==> src/rtl/spi_peripheral.sv <==
// SPI peripheral: oversamples SCLK/CS_n/SDI in the PCLK domain, all four SCLK modes, 1-8 bit frames.
// Ports: PCLK/PRESET; SckMode, FrameLength, LsbFirst config; SCLK, CS_n, SDI, SDO, SDOEn pins;
//        Rx valid/ready (RxData, RxValid, RxReady); Tx valid/ready (TxData, TxValid, TxReady);
//        RxOverrun, TxUnderrun, FrameAbort status pulses.
module spi_peripheral #(
  parameter int SYNC_STAGES = 2
) (
  input  logic       PCLK,
  input  logic       PRESET,
  input  logic [1:0] SckMode,
  input  logic [3:0] FrameLength,
  input  logic       LsbFirst,
  input  logic       SCLK,
  input  logic       CS_n,
  input  logic       SDI,
  output logic       SDO,
  output logic       SDOEn,
  output logic [7:0] RxData,
  output logic       RxValid,
  input  logic       RxReady,
  input  logic [7:0] TxData,
  input  logic       TxValid,
  output logic       TxReady,
  output logic       RxOverrun,
  output logic       TxUnderrun,
  output logic       FrameAbort
);

  typedef enum logic {IDLE, ACTIVE} state_t;

  state_t state, state_n;

  logic [SYNC_STAGES-1:0] sclk_sync, cs_sync, sdi_sync;
  logic sclk_q, cs_q;
  logic sclk_s, cs_s, sdi_s;
  logic sclk_rise, sclk_fall, cs_fall, cs_rise;
  logic lead, trail, active, sample, shift, start, load;
  logic capture, complete;

  logic       cpol, cpha, lsb;
  logic [3:0] fl, fl_in, bit_cnt, cnt_inc, partial;
  logic       load_pending;
  logic [7:0] tx_sh, rx_sh, rx_next, hold, load_src;
  logic       hold_full;

  // Synchronizers idle at CS_n=1, SCLK=0; one extra history flop for edges.
  always_ff @(posedge PCLK or posedge PRESET) begin
    if (PRESET) begin
      sclk_sync <= '0;
      cs_sync   <= '1;
      sdi_sync  <= '0;
      sclk_q    <= 1'b0;
      cs_q      <= 1'b1;
    end else begin
      sclk_sync <= {sclk_sync[SYNC_STAGES-2:0], SCLK};
      cs_sync   <= {cs_sync[SYNC_STAGES-2:0], CS_n};
      sdi_sync  <= {sdi_sync[SYNC_STAGES-2:0], SDI};
      sclk_q    <= sclk_s;
      cs_q      <= cs_s;
    end
  end

  assign sclk_s    = sclk_sync[SYNC_STAGES-1];
  assign cs_s      = cs_sync[SYNC_STAGES-1];
  assign sdi_s     = sdi_sync[SYNC_STAGES-1];
  assign sclk_rise = sclk_s & ~sclk_q;
  assign sclk_fall = ~sclk_s & sclk_q;
  assign cs_fall   = ~cs_s & cs_q;
  assign cs_rise   = cs_s & ~cs_q;

  assign active = (state == ACTIVE);
  assign lead   = cpol ? sclk_fall : sclk_rise;
  assign trail  = cpol ? sclk_rise : sclk_fall;
  assign sample = active & (cpha ? trail : lead);
  assign shift  = active & (cpha ? lead : trail);
  assign start  = (state == IDLE) & cs_fall;

  // CPHA=0 must present its first bit before the first SCLK edge.
  assign load    = (shift & load_pending) | (start & ~SckMode[0]);
  assign capture = TxValid & TxReady;

  // Same-cycle capture feeds the load directly, so no underrun then.
  assign load_src = hold_full ? hold : (capture ? TxData : 8'h00);

  assign fl_in = (FrameLength == 4'd0 || FrameLength > 4'd8) ? 4'd8 : FrameLength;

  assign cnt_inc  = bit_cnt + 4'd1;
  assign complete = sample & (cnt_inc == fl);
  assign partial  = sample ? cnt_inc : bit_cnt;

  // LSB-first lands each bit at fl-1 and walks down, keeping the frame right-justified.
  assign rx_next = lsb ? ((rx_sh >> 1) | ({7'd0, sdi_s} << (fl - 4'd1)))
                       : {rx_sh[6:0], sdi_s};

  always_ff @(posedge PCLK or posedge PRESET) begin
    if (PRESET) state <= IDLE;
    else        state <= state_n;
  end

  always_comb begin
    state_n = state;
    unique case (state)
      IDLE:   if (cs_fall) state_n = ACTIVE;
      ACTIVE: if (cs_rise) state_n = IDLE;
      default: state_n = IDLE;
    endcase
  end

  always_comb begin
    SDOEn   = active;
    SDO     = lsb ? tx_sh[0] : tx_sh[3'(fl - 4'd1)];
    TxReady = ~hold_full;
  end

  always_ff @(posedge PCLK or posedge PRESET) begin
    if (PRESET) begin
      cpol         <= 1'b0;
      cpha         <= 1'b0;
      lsb          <= 1'b0;
      fl           <= 4'd8;
      bit_cnt      <= 4'd0;
      load_pending <= 1'b0;
      tx_sh        <= 8'h00;
      rx_sh        <= 8'h00;
      hold         <= 8'h00;
      hold_full    <= 1'b0;
      RxData       <= 8'h00;
      RxValid      <= 1'b0;
      RxOverrun    <= 1'b0;
      TxUnderrun   <= 1'b0;
      FrameAbort   <= 1'b0;
    end else begin
      RxOverrun  <= 1'b0;
      TxUnderrun <= 1'b0;
      FrameAbort <= 1'b0;

      if (load) begin
        hold_full  <= 1'b0;
        TxUnderrun <= ~hold_full & ~capture;
      end else if (capture) begin
        hold      <= TxData;
        hold_full <= 1'b1;
      end

      if (start) begin
        cpol         <= SckMode[1];
        cpha         <= SckMode[0];
        lsb          <= LsbFirst;
        fl           <= fl_in;
        bit_cnt      <= 4'd0;
        rx_sh        <= 8'h00;
        load_pending <= 1'b1;
      end

      if (load) begin
        tx_sh        <= load_src;
        load_pending <= 1'b0;
      end else if (shift) begin
        tx_sh <= lsb ? (tx_sh >> 1) : (tx_sh << 1);
      end

      if (RxValid && RxReady) RxValid <= 1'b0;

      if (sample) begin
        if (complete) begin
          bit_cnt      <= 4'd0;
          rx_sh        <= 8'h00;
          load_pending <= 1'b1;
          if (!RxValid || RxReady) begin
            RxData  <= rx_next;
            RxValid <= 1'b1;
          end else begin
            RxOverrun <= 1'b1;
          end
        end else begin
          bit_cnt <= cnt_inc;
          rx_sh   <= rx_next;
        end
      end

      if (active && cs_rise && !complete) begin
        bit_cnt    <= 4'd0;
        rx_sh      <= 8'h00;
        FrameAbort <= (partial != 4'd0);
      end
    end
  end

endmodule
==> config.mk <==
export PLATFORM = sky130hd
export DESIGN_NAME = spi_peripheral
export DESIGN_NICKNAME = d
export VERILOG_FILES = /design/src/rtl/spi_peripheral.sv
export SDC_FILE = /design/constraint.sdc
export NUM_CORES = 1
export LEC_CHECK = 0
export BUFFER_PORTS_ARGS = -buffer_cell sky130_fd_sc_hd__buf_2
export CAP_MARGIN = 40
export CORE_ASPECT_RATIO = 0.75
export CORE_MARGIN = 4
export CORE_UTILIZATION = 46
export CTS_CLUSTER_DIAMETER = 30
export DETAILED_ROUTE_END_ITERATION = 8
export PLACE_DENSITY = 0.66
export SYNTH_ARGS = -nofsm -noshare
export SYNTH_HDL_FRONTEND = slang
export SYNTH_SLANG_ARGS = --single-unit
==> constraint.sdc <==
create_clock -name PCLK -period 3.1 [get_ports PCLK]
set_clock_uncertainty 0.1 [all_clocks]
set_input_delay 0.155 -clock PCLK [delete_from_list [all_inputs] [get_ports PCLK]]
set_output_delay 0.155 -clock PCLK [all_outputs]
set_load 0.02 [all_outputs]
Word level (Yosys, flattened, before mapping)

Index checks and enable logic that the tools add are counted.

Memory bits (writable): 0
Logic and storage cells: 105
Register bits: 58
Input port bits: 22
Memory bits (read-only): 0
Output and inout port bits: 15
Memories kept: 0
Bits in latches: 0

Multiply operators: 0
$lt $le $gt $ge: 2
Muxes and demuxes: 41
Equal/unequal tests: 1
Reduce and logical (&&, ||, !) cells: 14
Divide/modulo/power cells: 0
Shifts and indexed selects: 1
Add/sub/neg operators: 2
Bitwise gates (word level): 23

Operators by type and width:

| operator              | number |
|---|---|
| $mux W8               | 10 |
| $mux W4               | 6 |
| $mux W1               | 23 |
| $and A1 B1 Y1         | 12 |
| $not A1 Y1            | 9 |
| $or A7 B8 Y8          | 1 |
| $shl A1 B4 Y8         | 1 |
| $add A4 B1 Y4 const B | 1 |
| $eq A4 B4 Y1          | 1 |
| $gt A4 B4 Y1 const B  | 1 |
| $logic_not A4 Y1      | 1 |
| $lt A3 B4 Y1 const B  | 1 |
| $reduce_bool A2 Y1    | 2 |
| $reduce_bool A4 Y1    | 1 |
| $sub A4 B1 Y4 const B | 1 |
| $bmux W1 S3           | 1 |
| $logic_and A1 B1 Y1   | 3 |
| $reduce_and A3 Y1     | 1 |
| $reduce_bool A3 Y1    | 1 |
| $logic_not A1 Y1      | 2 |
| $logic_or A1 B1 Y1    | 2 |
| $pmux W1 S2           | 1 |
| $reduce_and A2 Y1     | 1 |
| $or A1 B1 Y1          | 1 |

Depth between registers and ports, before layout

Depth in word-level cells: 10
Depth in mapped cells: 8
Mapped depth without buffers: 7

Worst setup path before layout

No wires, ideal clock.

Path kind: register to register
From: register bit_cnt[0]
To: register RxData[2]
Arrival time: 1.918 ns
Setup time: 0.125 ns
Path slack: 0.956 ns
Required time: 2.875 ns
Buffers on the path: 1
Period minus slack after synthesis: 2.144 ns
Cell stages (with the launch flop): 7
Path through: dfrtp_1 -> ha_1 -> xnor3_1 -> nand3_1 -> a2111oi_4 -> buf_6 -> mux2_4

Longest elaborated chain between the ends: 4

RTL lines:

| what                        | RTL line | RTL |
|---|---|---|
| from (decl)                 | 41       | `logic [3:0] fl, fl_in, bit_cnt, cnt_inc, partial;` |
| from (signal assigned)      | 176      | `bit_cnt <= cnt_inc;` |
| $add A4 B1 Y4               | 87       | `assign cnt_inc = bit_cnt + 4'd1;` |
| $eq A4 B4 Y1                | 88       | `assign complete = sample & (cnt_inc == fl);` |
| $and A1 B1 Y1               | 88       |  |
| $reduce_and A3 Y1 (no line) | n/a      |  |
| to (signal assigned)        | 170      | `RxData <= rx_next;` |
| to (decl)                   | 18       | `output logic [7:0] RxData,` |

No other way between the ends.
A chain may end at the register's enable or synchronous reset.

Worst setup path after layout

From: register fl[0]
To: output port SDO

Longest elaborated chain between the ends: 4

RTL lines:

| what                          | RTL line | RTL |
|---|---|---|
| from (decl)                   | 41       |  |
| from (signal assigned)        | 149      | `fl <= fl_in;` |
| $sub A4 B1 Y4                 | 111      | `SDO = lsb ? tx_sh[0] : tx_sh[3'(fl - 4'd1)];` |
| $bmux W1 S3                   | 111      |  |
| $mux W1 (not written as such) | 111      |  |
| $mux W1                       | 111      |  |
| to (decl)                     | 16       | `output logic SDO,` |

No other way between the ends. The select of a mux whose other input is x is not followed.

==> summary.md <==
| Metric | Value |
|---|---|
| Max stage delay cell, worst path | dfrtp_1 |
| DRC | 0 |
| Clock root buffer | clkbuf_8 |
| Worst-Margin Slew | 0.7500 ns |
| Drt pass-1 iters | 4 |
| CP Max Fanout | 11 |
| Post-synthesis sequential area ratio | 0.5011 |
| Most frequent cells in the layout | dfrtp_1 (54), buf_2 (36), dlygate4sd3_1 (20) |
| Core area | 0.005976 sq mm |
| Clock sink count | 58 |
| Full die area | 0.007667 sq mm |
| Outcome | finished, final reports clean |
| Num CTS Buffers | 9 |
| Area grow syn2layout | 24.24% |
| Syn Area/Cell | 11.63 sq um |
| Warnings from Yosys | 0 |
| Setup Crit Path Kind | reg2out |
| Post-CTS Resized | 0 |
| Fraction of layout instances using a drive strength above 1 | 0.2808 |
| Final Worst Setup Slack | 0.5453 ns |
| Critical Path AT | 2.30 ns |
| Yosys reg bits | 58 |
| Worst min-delay path category | in2reg |
| Dpl ws | 0.7373 ns |
| Setup TNS | 0 ns |
| Die X-Extent | 99.79 um |
| Buf/Inv on CP | 2 |
| DRT Wirelength | 6128 um |
| Per-cell routed wire length | 15.51 um |
| Initial core utilization | 0.4864 |
| Setup Buffers After CTS | 0 |
| Final min period | 2.555 ns |
| Top FF cell, synth | dfrtp_1 |
| Drt first-iter violations | 108 |
| Fin. Hold Viols | 0 |
| Overall Power | 2.831 mW |
| H-tree levels | 3 |
| Vias in the first global route | 2178 |
| Worst-Skew Late Latency | 0.34 ns |
| Synth cell types | 56 |
| Crit path largest cell delay | 0.59 ns |
| Initial antenna violation count | 0 |
| Asr flop ratio synth | 1.000 |
| Synth Instances | 250 |
| Via-per-instance ratio | 5.385 |
| Ant diodes | 0 |
| Maxcap violations | 0 |
| Leak | 1.688 nW |
| GPL Wtd Cong | 0.8499 |
| Vias post-DR | 2127 |
| Crit-path leading delay family | flip-flops |
| Worst vdd ir | 0.4404 mV |
| Total global-route track usage | 0.1772 |
| Rel. slew slack | 0.4993 |
| Detailed placer's ending HPWL | 4195 um |
| Die Y | 76.84 um |
| Final period utilization | 0.8241 |
| Io pins | 37 |
| Final setup fails | 0 |
| Pwr/cell area | 783.9 mW/mm^2 |
| Final instance area | 0.003611 sq mm |
| Hold buffer count at cts | 20 |
| Nets@finish | 336 |
| Final hold slack | 0.01378 ns |
| CTS tree | yes |
| Setup crit end kind | output pin |
| Clock Path Buffers | 2 |
| Placed Area | 0.003178 sq mm |
| Crit-path cells | inv_1 -> ha_1 -> mux4_2 -> mux2i_1 -> o21ai_0 -> buf_2 |
| Clock Pin Slew Worst Setup and Hold Paths | 0.06 ns |
| Total global routing overflow | 0 |
| Worst Path Required | 2.84 ns |
| Post-synth net total | 274 |
| Port bufs | 36 |
| Commonest non-fill, non-tap cell in the layout | dfrtp_1 |
| Number of routed nets with antenna violations | 0 |
| Row count | 24 |
| RSZ-0062 raised after global routing | false |
| Kind of start point of the critical path | register |
| Fin. max-slew vios | 0 |
| First-pass GRT wire length | 10780 um |
| Fmax | 0.3914 GHz |
| Largest net degree at the start of global routing | 37 |
| Post-Syn Area | 0.002907 sq mm |
| Post-synth EDFFs | 0 |
## where the power goes
| part | switching (mW) | total (mW) | internal (mW) |
|---|---|---|---|
| Combinational | 0.443 | 0.877 | 0.434 |
| Sequential | 0.175 | 1.13 | 0.953 |
| Clock | 0.296 | 0.826 | 0.530 |
| Total | 0.914 | 2.83 | 1.92 |
## per-layer routing
| layer | global-route usage | routed length, um |
|---|---|---|
| met1 | 0.2469 | 2970 |
| met4 | 0.05457 | 62 |
| met2 | 0.2583 | 2805 |
| met5 | 0 | 0 |
| met3 | 0.06256 | 290 |
## cell type report
type | instances | area (sq um)
clock buffers | 10 | 127.6
clock inverters | 6 | 105.1
fillers | 489 | 2365
inverters | 13 | 48.80
multi-input cells | 166 | 1335
flip-flops and latches | 58 | 1456
well taps | 78 | 97.59
repair buffers | 64 | 440.4
## per-stage QoR
step,instances,util
6_report,395,0.6043
4_1_cts,395,0.6043
3_5_place_dp,359,0.5318
2_1_floorplan,250,-
5_1_grt,395,0.6043
3_3_place_gp,359,0.5318
## Yosys cell counts, types with 4 or more instances
master	instances	area, sq um
dfrtp_1	54	1351
o21ai_0	18	90.09
mux2_2	15	168.9
inv_1	13	48.80
mux2i_1	13	130.1
nand2_1	11	41.29
a211oi_1	8	60.06
a21o_1	7	52.55
a21oi_1	7	35.03
a22o_1	7	61.31
a221oi_1	5	43.79
clkbuf_1	5	18.77
nand3b_1	5	37.54
nor3_1	5	25.02
buf_2	4	20.02
dfstp_2	4	105.1
mux2_4	4	60.06
nor2_1	4	15.01
nor2b_1	4	25.02
nor3b_1	4	30.03
## final timing paths
check,from,to,slack (ns),cells past startpoint
hold / removal,RxReady,RxOverrun,0.01,4
setup reg to reg,bit_cnt[0],RxData[1],0.72,6
hold reg to reg,sclk_sync[0],sclk_sync[1],0.25,0
min in group asynchronous,PRESET,sclk_sync[0],0.39,3
max in group asynchronous,PRESET,tx_sh[0],1.85,4
setup / recovery,fl[0],SDO,0.55,6
## state kept, by name (all words and copies together), names as in the netlist, 2 cells and up
name / cells
cs_sync: 2
hold: 8
bit_cnt: 4
rx_sh: 8
sdi_sync: 2
RxData: 8
fl: 4
sclk_sync: 2
tx_sh: 8
## cells by family after synthesis
kind of cell             count (synthesis)  share of synthesized area
multiplexers                            34                     0.1390
AO/OA/AOI/OAI                           68                     0.1679
buffers and inverters                   26                    0.03960
flip-flops                              58                     0.5011
AND/OR/NAND/NOR                         53                     0.1089
XOR/XNOR                                 8                    0.03143
adder cells (fa/ha/maj)                  3                    0.01205
## worst min-delay path: stages
cell and delay (ns):
buf_2 0.08, inv_1 0.06, nand2_1 0.08, nor2_1 0.04
Power figures use the tool's default switching activity.
